[src/rtl/bisr_pkg.sv]
// Purpose : shared definitions for the built-in self-repair schedulers.
// Latency : n/a (types and constant helpers only).
// Backpr. : n/a.
// Contents: state_t (IDLE/DRAIN/APPLY/DONE/FAIL) and clog2_min1(), a width helper that never returns 0.
package bisr_pkg;

  typedef enum logic [2:0] {
    ST_IDLE  = 3'd0,
    ST_DRAIN = 3'd1,
    ST_APPLY = 3'd2,
    ST_DONE  = 3'd3,
    ST_FAIL  = 3'd4
  } state_t;

  // Width of an index over n items; at least 1 bit so a 1-entry index is still a legal vector.
  function automatic int clog2_min1(input int n);
    int w;
    w = $clog2(n);
    return (w < 1) ? 1 : w;
  endfunction

endpackage

[src/rtl/fault_col_encoder.sv]
// Purpose : turns a per-column fault map into the shift target (lowest faulty column and all above it).
// Latency : combinational, zero cycles.
// Backpr. : none; pure function of the input.
// Ports   : i_fault_map [NUM_COLS] in, o_target [NUM_COLS] out, o_multi_fault out (more than one bit set).
module fault_col_encoder
  import bisr_pkg::*;
#(
  parameter int NUM_COLS = 4
) (
  input  logic [NUM_COLS-1:0] i_fault_map,
  output logic [NUM_COLS-1:0] o_target,
  output logic                o_multi_fault
);

  logic [NUM_COLS-1:0] w_target;
  logic                w_seen;
  logic                w_multi;

  // Scan upwards: once the first fault is seen every later column is shifted.
  // A second fault while already shifting is more than one spare can cover.
  always_comb begin
    w_target = '0;
    w_seen   = 1'b0;
    w_multi  = 1'b0;
    for (int i = 0; i < NUM_COLS; i++) begin
      if (i_fault_map[i]) begin
        if (w_seen) w_multi = 1'b1;
        w_seen = 1'b1;
      end
      w_target[i] = w_seen;
    end
  end

  assign o_target      = w_target;
  assign o_multi_fault = w_multi;

endmodule

[src/rtl/shift_en_scheduler.sv]
// Purpose : drains the PE array, then rolls the new shift_en pattern out one column per cycle.
// Latency : strobe at edge t -> shift_en[k] at edge t+DRAIN_CYCLES+1+k, repair_done in cycle t+DRAIN_CYCLES+NUM_COLS+1.
// Backpr. : hold_input stalls the feeders from DRAIN through DONE; strobes outside IDLE are dropped.
// Ports   : clk, rst (async, active-high), fault_valid/fault_map from BIST, array_busy from the datapath;
//           shift_en to the stall registers, hold_input, repair_busy, repair_done (pulse), unrepairable (sticky).
module shift_en_scheduler
  import bisr_pkg::*;
#(
  parameter int NUM_COLS     = 4,
  parameter int DRAIN_CYCLES = 4
) (
  input  logic                clk,
  input  logic                rst,
  input  logic                fault_valid,
  input  logic [NUM_COLS-1:0] fault_map,
  input  logic                array_busy,
  output logic [NUM_COLS-1:0] shift_en,
  output logic                hold_input,
  output logic                repair_busy,
  output logic                repair_done,
  output logic                unrepairable
);

  localparam int CNT_W = $clog2(DRAIN_CYCLES + 1);
  localparam int IDX_W = clog2_min1(NUM_COLS);
  localparam logic [CNT_W-1:0] CNT_LAST = CNT_W'(DRAIN_CYCLES - 1);
  localparam logic [IDX_W-1:0] IDX_LAST = IDX_W'(NUM_COLS - 1);

  logic [NUM_COLS-1:0] w_target;
  logic                w_multi_fault;

  state_t              r_state;
  logic [NUM_COLS-1:0] r_target;
  logic [CNT_W-1:0]    r_cnt;
  logic [IDX_W-1:0]    r_col;
  logic [NUM_COLS-1:0] r_shift;
  logic                r_hold;
  logic                r_busy;
  logic                r_done;
  logic                r_unrep;

  fault_col_encoder #(
    .NUM_COLS(NUM_COLS)
  ) u_enc (
    .i_fault_map  (fault_map),
    .o_target     (w_target),
    .o_multi_fault(w_multi_fault)
  );

  always_ff @(posedge clk or posedge rst) begin
    if (rst) begin
      r_state  <= ST_IDLE;
      r_target <= '0;
      r_cnt    <= '0;
      r_col    <= '0;
      r_shift  <= '0;
      r_hold   <= 1'b0;
      r_busy   <= 1'b0;
      r_done   <= 1'b0;
      r_unrep  <= 1'b0;
    end else begin
      r_done <= 1'b0;
      case (r_state)
        ST_IDLE: begin
          if (fault_valid) begin
            if (w_multi_fault) begin
              r_state <= ST_FAIL;
              r_unrep <= 1'b1;
            end else begin
              r_target <= w_target;
              r_cnt    <= '0;
              r_hold   <= 1'b1;
              r_busy   <= 1'b1;
              r_state  <= ST_DRAIN;
            end
          end
        end
        ST_DRAIN: begin
          // Needs DRAIN_CYCLES back-to-back idle cycles; any busy cycle restarts the count.
          if (array_busy) begin
            r_cnt <= '0;
          end else if (r_cnt == CNT_LAST) begin
            r_cnt   <= '0;
            r_col   <= '0;
            r_state <= ST_APPLY;
          end else begin
            r_cnt <= r_cnt + CNT_W'(1);
          end
        end
        ST_APPLY: begin
          // One column per cycle, lowest first, so the proxy path fills in order.
          r_shift[r_col] <= r_target[r_col];
          if (r_col == IDX_LAST) begin
            r_busy  <= 1'b0;
            r_done  <= 1'b1;
            r_state <= ST_DONE;
          end else begin
            r_col <= r_col + IDX_W'(1);
          end
        end
        ST_DONE: begin
          r_hold  <= 1'b0;
          r_state <= ST_IDLE;
        end
        ST_FAIL: begin
          r_state <= ST_FAIL;
        end
        default: begin
          r_state <= ST_IDLE;
        end
      endcase
    end
  end

  assign shift_en     = r_shift;
  assign hold_input   = r_hold;
  assign repair_busy  = r_busy;
  assign repair_done  = r_done;
  assign unrepairable = r_unrep;

endmodule
[config.mk]
export PLATFORM = sky130hd
export DESIGN_NAME = shift_en_scheduler
export DESIGN_NICKNAME = d
export VERILOG_FILES = /design/src/rtl/bisr_pkg.sv /design/src/rtl/fault_col_encoder.sv /design/src/rtl/shift_en_scheduler.sv
export SDC_FILE = /design/constraint.sdc
export NUM_CORES = 1
export LEC_CHECK = 0
export ABC_AREA = 1
export ABC_CLOCK_PERIOD_IN_PS = 3700
export CAP_MARGIN = 20
export CORE_MARGIN = 3
export CORE_UTILIZATION = 40
export DETAILED_ROUTE_END_ITERATION = 12
export SLEW_MARGIN = 20
export SYNTH_ARGS = -nofsm -noshare
export SYNTH_HDL_FRONTEND = slang
export SYNTH_HIERARCHICAL = 1
export SYNTH_SLANG_ARGS = --single-unit
[constraint.sdc]
create_clock -name clk -period 3.7 [get_ports clk]
set_input_delay 0.74 -clock clk [delete_from_list [all_inputs] [get_ports clk]]
set_output_delay 0.74 -clock clk [all_outputs]
set_load 0.02 [all_outputs]
==> results of run 1 <==
[metrics by stage]
step	hold WS (ns)	total power, mW	util	area, µm²
after floorplan	0.455	0.666	-	1100
after global placement	0.445	0.783	0.494	1260
after detailed placement	0.459	0.790	0.494	1260
after CTS	0.487	0.920	0.508	1290
after global routing	0.521	0.992	0.508	1290
final	0.479	0.905	0.508	1290
[metal layers]
metal  up-vias  share of wire  global-route usage
li1        441              -                   -
met2        16           0.46               0.204
met3         2          0.046              0.0285
met1       376           0.48               0.162
met5         -              0                   0
met4         0         0.0066              0.0596
[final cells by class]
class / count / area share
clock buffers: 4 / 0.0280
inverters: 22 / 0.0638
multi-input cells: 86 / 0.376
flip-flops and latches: 20 / 0.387
well taps: 30 / 0.0290
repair buffers: 15 / 0.116
[final timing paths]
path                            cells after the start          from      endpoint  slack, ns
worst max-delay path                                9  fault_map[0]   r_target[2]       1.57
worst min-delay path                                2  unrepairable  unrepairable       0.48
worst max register to register                      4    r_state[0]   r_target[2]       2.36
worst min register to register                      2  unrepairable  unrepairable       0.48
max in group asynchronous                           2           rst   r_target[0]       2.36
min in group asynchronous                           2           rst   shift_en[2]       0.87
[cell usage in the layout (no fill, tap or decap), types with 2 or more instances in the layout]
cell type | synthesis | final
a21oi_1 | 2 | 2
clkbuf_4 | 0 | 3
clkdlybuf4s50_1 | 0 | 15
dfrtp_1 | 20 | 20
ha_1 | 5 | 5
inv_1 | 17 | 17
inv_2 | 5 | 5
nand2_1 | 38 | 38
nand2_2 | 4 | 4
nand3_1 | 8 | 8
nand3_2 | 3 | 3
nand3b_1 | 2 | 2
nand4_1 | 2 | 2
nor2_1 | 6 | 6
nor2_2 | 3 | 3
o21ai_1 | 4 | 4
o21ai_2 | 4 | 4
[cell families after synthesis]
group | Yosys count
simple gates | 69
buf+inv | 25
flops | 20
compound gates | 12
fa+ha+maj | 5
[state kept, by name, indices dropped and copies added, names as in the netlist]
| register | flops |
|---|---|
| shift_en | 4 |
| unrepairable | 1 |
| r_cnt | 3 |
| hold_input | 1 |
| r_target | 4 |
| r_col | 2 |
| repair_done | 1 |
| repair_busy | 1 |
| r_state | 3 |
[power by group]
group | switching (mW) | leakage (nW) | internal (mW)
logic | 0.243 | 0.398 | 0.169
registers | 0.0683 | 0.256 | 0.299
clock network | 0.0669 | 0.0210 | 0.0599
total | 0.378 | 0.675 | 0.527
[critical path, stage by stage]
cell             delay [ns]
clkdlybuf4s50_1        0.45
nor2_2                 0.18
nor2_1                 0.05
nor2_1                 0.08
nand2_1                0.09
nor2_1                 0.18
nand3_2                0.32
nand2_1                0.17
o21ai_2                0.06
==> flow_summary.yaml, run 1 <==
yosys:
  synthAdderAreaFrac: 0.0571
  synthFlopType: "dfrtp_1"
  yosysTopAreaCellShare: 0.457
  ys_seq_area_frac: 0.457
  async_flop_share: 1.00
  synth_edf_count: 0
  syn-instance-count: 131
  synth_fp_nets: 144
  synth.avg_cell_area_um2: 8.37
  ys_warn_count: 6
  post-synth-top-count-cell: "nand2_1"
  synth_largest_area_cell: "dfrtp_1"
  synthTopCellsByArea: "dfrtp_1 (46%), nand2_1 (13%), inv_1 (5.8%)"
  yosys-mux-area-fraction: 0
  synth_top_family_by_area: "simple AND/OR/NAND/NOR gates"
  ys_ff_latch: 20
  synth_xor_area_frac: 0
  yosys.area_share.simple: 0.312
  synth_commonest_cells: "nand2_1 (38), dfrtp_1 (20), inv_1 (17), nand3_1 (8), nor2_1 (6)"
  synth.distinct_cells: 22
  synth_area_um2: 1100
  synth-compound-area-share: 0.0753
power_and_ir_drop:
  p_leak_nw: 0.675
  ir_drop_uv: 339
  powerDensity_nw_per_um2: 700
critical_path:
  criticalPathCategory: "in -> reg"
  required_ns: 3.89
  startpoint_type: "input port"
  worstPathArrival_ns: 2.32
  crit_path_end_kind: "register"
  cp_max_fo: 13
floorplanning:
  die_w_um: 58.3
  core_um2: 2540
  num_rows: 18
  die_h_um: 58.3
  num_io_pins: 16
  initial_core_util: 0.431
  dieArea_um2: 3400
clock_network:
  clock-sinks: 20
  cts_buffer_depth: 2
  htree_num_levels: 1
  cts_setup_buffers: 0
  cts_tree: "built"
  ctsResizeCount: 0
  cts_made_buffers: 3
  cts-hold-fix-buffers: 0
  clkTransAtPathRegs_ns: 0.11
  clk_latency_ns: 0.29
  clock-root-buffer: "clkbuf_4"
place:
  dp_hpwl_um: 1410
  portBuffers: 15
  place_ws_ns: 1.24
  placed_cells: 173
  gp_congestion: 0.793
global_routing:
  grt_max_degree: 21
  overflow: 0
  grt_usage: 0.127
  antenna_found_initial: 0
  grt_pass1_vias: 778
  grt_pass1_wl_um: 3380
cells_and_area:
  fin_nets: 161
  diodes: 0
  drive_gt1_frac: 0.177
  area_growth_pct: 18.0
  layoutNonFillerInstCount: 177
  seqCellArea_um2: 500
  multi_input_area_um2: 487
  fillers: 260
worst_hold_path:
  holdCritPathClass: "reg -> reg"
job:
  maxCapViolations: 0
timing:
  fin_setup_tns_ns: 0
  skew_ns: 0.000877
  rsz0062_at_grt: "false"
  setup_viol: 0
  worst_slew_pin_slew_ns: 0.763
  max_slew_margin: 0.491
  final.period_utilization: 0.576
  fin_ws_ns: 1.57
  hold_viol: 0
  max_freq_mhz: 469
  layout_min_cycle_time_ns: 2.13
  drv_slew: 0
route:
  post_drt_wl_per_cell_um: 10.2
  drt_iter0_drc: 23
  route.detailed.drc: 0
  ant_nets: 0
  dr.pass1.iters: 4
  via_count: 835
  vias_per_cell: 4.72
  wirelength_um: 1810
run_status:
  status: "completed"
(Power assumes the default switching activity.)
==> run 2, diff against run 1 <==
ABC_CLOCK_PERIOD_IN_PS = 1830   (was 3700)
clock period = 1.83 ns   (was 3.7 ns; I/O delays follow)
==> run 2 against run 1 <==
Compared with the run above:
- global-route usage shrank 0.15 points
- sequential cell count is the same
- routed wire length grew 1.1%
- critical path depth shrank 8
==> flow_summary.yaml, run 2 (same netlist as run 1, synthesis figures left out) <==
timing:
  hold_ws_ns: 0.364
  rsz0062_at_grt: "false"
  fin_setup_tns_ns: 0
  fin_ws_ns: 0.182
  max_freq_mhz: 607
  hold_viol: 0
  max_slew_margin: 0.831
  skew_ns: 0.0153
  layout_min_cycle_time_ns: 1.65
  drv_slew: 0
  worst_slew_pin_slew_ns: 0.254
  setup_viol: 0
  final.period_utilization: 0.900
global_routing:
  antenna_found_initial: 0
  grt_max_degree: 21
  overflow: 0
  grt_pass1_wl_um: 3310
  grt_usage: 0.126
  grt_pass1_vias: 806
critical_path:
  rr_startpoint: "r_col[0]"
  cp_slowest_stage_delay_ns: 0.60
  worstPathArrival_ns: 1.28
  required_ns: 1.46
  r2r_end: "r_col[0]"
  crit_start: "hold_input"
  slowest_stage: "clkdlybuf4s50_1"
  cp_max_fo: 2
  crit_path_end: "hold_input"
  reg2regPathDepth: 7
  startpoint_type: "register"
  criticalPathCategory: "reg -> out"
  rrSetupSlack_ns: 0.53
  cp_top_family: "buffers and inverters"
  crit_path_end_kind: "output pin"
  crit_chain: "clkdlybuf4s50_1"
  crit_buf_inv: 1
  cp.depth: 1
clock_network:
  clkTransAtPathRegs_ns: 0.13
  clk_latency_ns: 0.31
  cts-hold-fix-buffers: 0
  ctsResizeCount: 0
  clock-sinks: 20
  cts_tree: "built"
  cts_buffer_depth: 2
  htree_num_levels: 1
  cts_made_buffers: 3
  cts_setup_buffers: 0
  clock-root-buffer: "clkbuf_4"
cells_and_area:
  drive_gt1_frac: 0.204
  seqCellArea_um2: 500
  layout_common_cells: "nand2_1 (38), dfrtp_1 (20), inv_1 (17)"
  layout_commonest_cell: "nand2_1"
  area_growth_pct: 22.9
  final_cell_area_um2: 1350
  fin_util: 0.529
  fillers: 258
  layoutNonFillerInstCount: 182
  fin_nets: 166
  multi_input_area_um2: 487
  diodes: 0
place:
  placed_cells: 178
  placed_cell_area_um2: 1290
  place_ws_ns: -0.0447
  gp_congestion: 0.766
  dp_hpwl_um: 1480
  portBuffers: 15
job:
  maxCapViolations: 0
route:
  wirelength_um: 1830
  via_count: 846
  vias_per_cell: 4.65
  ant_nets: 0
  post_drt_wl_per_cell_um: 10.0
  route.detailed.drc: 0
  dr.pass1.iters: 4
  drt_iter0_drc: 22
floorplanning:
  die_w_um: 58.3
  num_io_pins: 16
  die_h_um: 58.3
  num_rows: 18
  core_um2: 2540
  initial_core_util: 0.431
  dieArea_um2: 3400
worst_hold_path:
  holdCritPathClass: "in -> async"
power_and_ir_drop:
  ir_drop_uv: 645
  p_leak_nw: 0.704
  powerDensity_nw_per_um2: 1450
  fin_total_pwr_mw: 1.95
run_status:
  status: "completed"
## run 2: routing by layer
| layer | up-vias | share of wire | GRT usage | wire (µm) |
|---|---|---|---|---|
| met4 | 0 | 0.019 | 0.0596 | 35 |
| met5 | - | 0 | 0 | 0 |
| met1 | 382 | 0.49 | 0.160 | 892 |
| met3 | 5 | 0.041 | 0.0197 | 75 |
| met2 | 15 | 0.45 | 0.207 | 824 |
| li1 | 444 | - | - | - |
## run 2: layout make-up
class                   instances  share of cell area
multi-input cells              86               0.361
repair buffers                 20               0.139
clock inverters                 1              0.0223
clock buffers                   3              0.0167
flip-flops and latches         20               0.371
inverters                      22              0.0613
well taps                      30              0.0279
## run 2: worst min path at each step
stage	startpoint	to	slack (ns)	cells past startpoint
2_1_floorplan	rst	hold_input	0.33	1
3_3_place_gp	unrepairable	unrepairable	0.45	2
3_5_place_dp	unrepairable	unrepairable	0.46	2
4_1_cts	rst	hold_input	0.38	3
5_1_grt	rst	hold_input	0.39	3
6_report	rst	hold_input	0.36	3
## run 2: worst min-delay path: cells and delay by family
family | cells | cell delay, ns
buffers and inverters | 3 | 0.71
## run 2: report_power, final
group,switching (mW),internal (mW)
Sequential,0.140,0.604
Clock,0.145,0.221
Combinational,0.487,0.353
==> run 3, diff against run 2 <==
CTS_BUF_LIST = sky130_fd_sc_hd__clkbuf_16   (was not set)
==> run 3 against run 2 <==
Compared with the run above:
- final cell count did not move
- sequential power rose by 0.5%
- core utilization rose by 2.1 points
- setup slack improved by 0.053 ns
- routed wire length rose by 2.1%
- die area did not move
- clock-buffer cell count did not move
- power rose by 12%
- largest power group unchanged
==> flow_summary.yaml, run 3 (same netlist as run 1, synthesis figures left out) <==
floorplanning:
  num_io_pins: 16
  initial_core_util: 0.431
  dieArea_um2: 3400
  core_um2: 2540
  die_h_um: 58.3
  num_rows: 18
  die_w_um: 58.3
cells_and_area:
  drive_gt1_frac: 0.204
  area_growth_pct: 27.7
  layout_common_cells: "nand2_1 (38), dfrtp_1 (20), inv_1 (17)"
  layout_commonest_cell: "nand2_1"
  fillers: 256
  fin_util: 0.550
  diodes: 0
  multi_input_area_um2: 487
  seqCellArea_um2: 500
  fin_nets: 166
critical_path:
  startpoint_type: "input port"
  slowest_stage: "clkdlybuf4s50_1"
  crit_chain: "clkdlybuf4s50_1 > nor2_2 > nor2_1 > nor2_1 > nand2_1 > nor2_1 > nand3_2 > buf_4 > nand2_1 > o21ai_2"
  criticalPathCategory: "in -> reg"
  rr_startpoint: "r_col[0]"
  worstPathArrival_ns: 1.74
  critPathMostFrequentCell: "nor2_1"
  required_ns: 1.97
  crit_buf_inv: 2
  crit_path_end_kind: "register"
  cp_slowest_stage_delay_ns: 0.45
  crit_start: "fault_map[0]"
  cp_max_fo: 8
  cp_top_family: "simple AND/OR/NAND/NOR gates"
clock_network:
  cts_made_buffers: 3
  clock-root-buffer: "clkbuf_16"
  clock-sinks: 20
  cts_tree: "built"
  ctsResizeCount: 0
  clkTransAtPathRegs_ns: 0.06
  clk_latency_ns: 0.25
  cts-hold-fix-buffers: 0
  htree_num_levels: 1
  cts_setup_buffers: 0
  cts_buffer_depth: 2
timing:
  rsz0062_at_grt: "false"
  fin_ws_ns: 0.236
  hold_viol: 0
  drv_slew: 0
  setup_viol: 0
  max_slew_margin: 0.830
  layout_min_cycle_time_ns: 1.59
  skew_ns: 0.00404
  max_freq_mhz: 627
  final.period_utilization: 0.871
  worst_slew_pin_slew_ns: 0.254
global_routing:
  grt_max_degree: 21
  grt_pass1_wl_um: 3390
  grt_pass1_vias: 833
  antenna_found_initial: 0
  grt_usage: 0.129
  overflow: 0
route:
  route.detailed.drc: 0
  post_drt_wl_per_cell_um: 10.2
  wirelength_um: 1870
  ant_nets: 0
  dr.pass1.iters: 4
  vias_per_cell: 4.64
  via_count: 845
  drt_iter0_drc: 11
worst_hold_path:
  holdCritPathClass: "in -> async"
place:
  place_ws_ns: -0.0447
  gp_congestion: 0.766
  dp_hpwl_um: 1480
  portBuffers: 15
power_and_ir_drop:
  fin_total_pwr_mw: 2.19
  powerDensity_nw_per_um2: 1560
  p_leak_nw: 0.727
  ir_drop_uv: 857
run_status:
  status: "completed"
job:
  maxCapViolations: 0
-- run 3: cell counts in the layout (fill, tap and decap cells not counted) --
Identical to the previous run, type by type.
-- run 3: layer usage --
| metal | vias up | global-route usage | routed length [µm] | share of wire |
|---|---|---|---|---|
| met5 | - | 0 | 0 | 0 |
| met4 | 0 | 0.0596 | 27 | 0.014 |
| met3 | 4 | 0.0197 | 75 | 0.040 |
| met2 | 14 | 0.217 | 867 | 0.46 |
| met1 | 379 | 0.160 | 895 | 0.48 |
| li1 | 448 | - | - | - |
-- run 3: power by group --
| part | switching [mW] | leakage (nW) | total (mW) | internal (mW) |
|---|---|---|---|---|
| clock | 0.167 | 0.0511 | 0.601 | 0.434 |
| sequential | 0.142 | 0.256 | 0.748 | 0.606 |
| combinational | 0.489 | 0.420 | 0.841 | 0.353 |
-- run 3: final timing paths --
path | end | slack [ns] | cells after the start
max in group asynchronous | r_target[1] | 1.18 | 3
worst min-delay path | unrepairable | 0.44 | 3
min in group clk | unrepairable | 0.47 | 2
worst min register to register | unrepairable | 0.47 | 2
worst max-delay path | r_target[1] | 0.24 | 10
worst max register to register | r_col[0] | 0.53 | 7
-- run 3: worst register-to-register path: stages (launching register included) --
cell	delay [ns]
dfrtp_1	0.46
ha_1	0.24
inv_1	0.06
nand3_2	0.12
nand2_1	0.12
nand2_1	0.07
nand2_1	0.07
nand2_1	0.05
-- run 3: final cells by class --
cell class,count,share of cell area
inverters,22,0.0590
repair buffers,20,0.134
flip-flops and latches,20,0.357
multi-input cells,86,0.348
clock buffers,3,0.0536
well taps,30,0.0268
clock inverters,1,0.0214
-- run 3: stage by stage --
| stage | hold WS [ns] | TNS, ns | cells | cell area (µm²) |
|---|---|---|---|---|
| 2_1_floorplan | 0.330 | 0 | 131 | 1100 |
| 3_3_place_gp | 0.449 | -0.00646 | 178 | 1290 |
| 3_5_place_dp | 0.458 | -0.251 | 178 | 1290 |
| 4_1_cts | 0.452 | 0 | 182 | 1400 |
| 5_1_grt | 0.486 | 0 | 182 | 1400 |
| 6_report | 0.440 | 0 | 182 | 1400 |
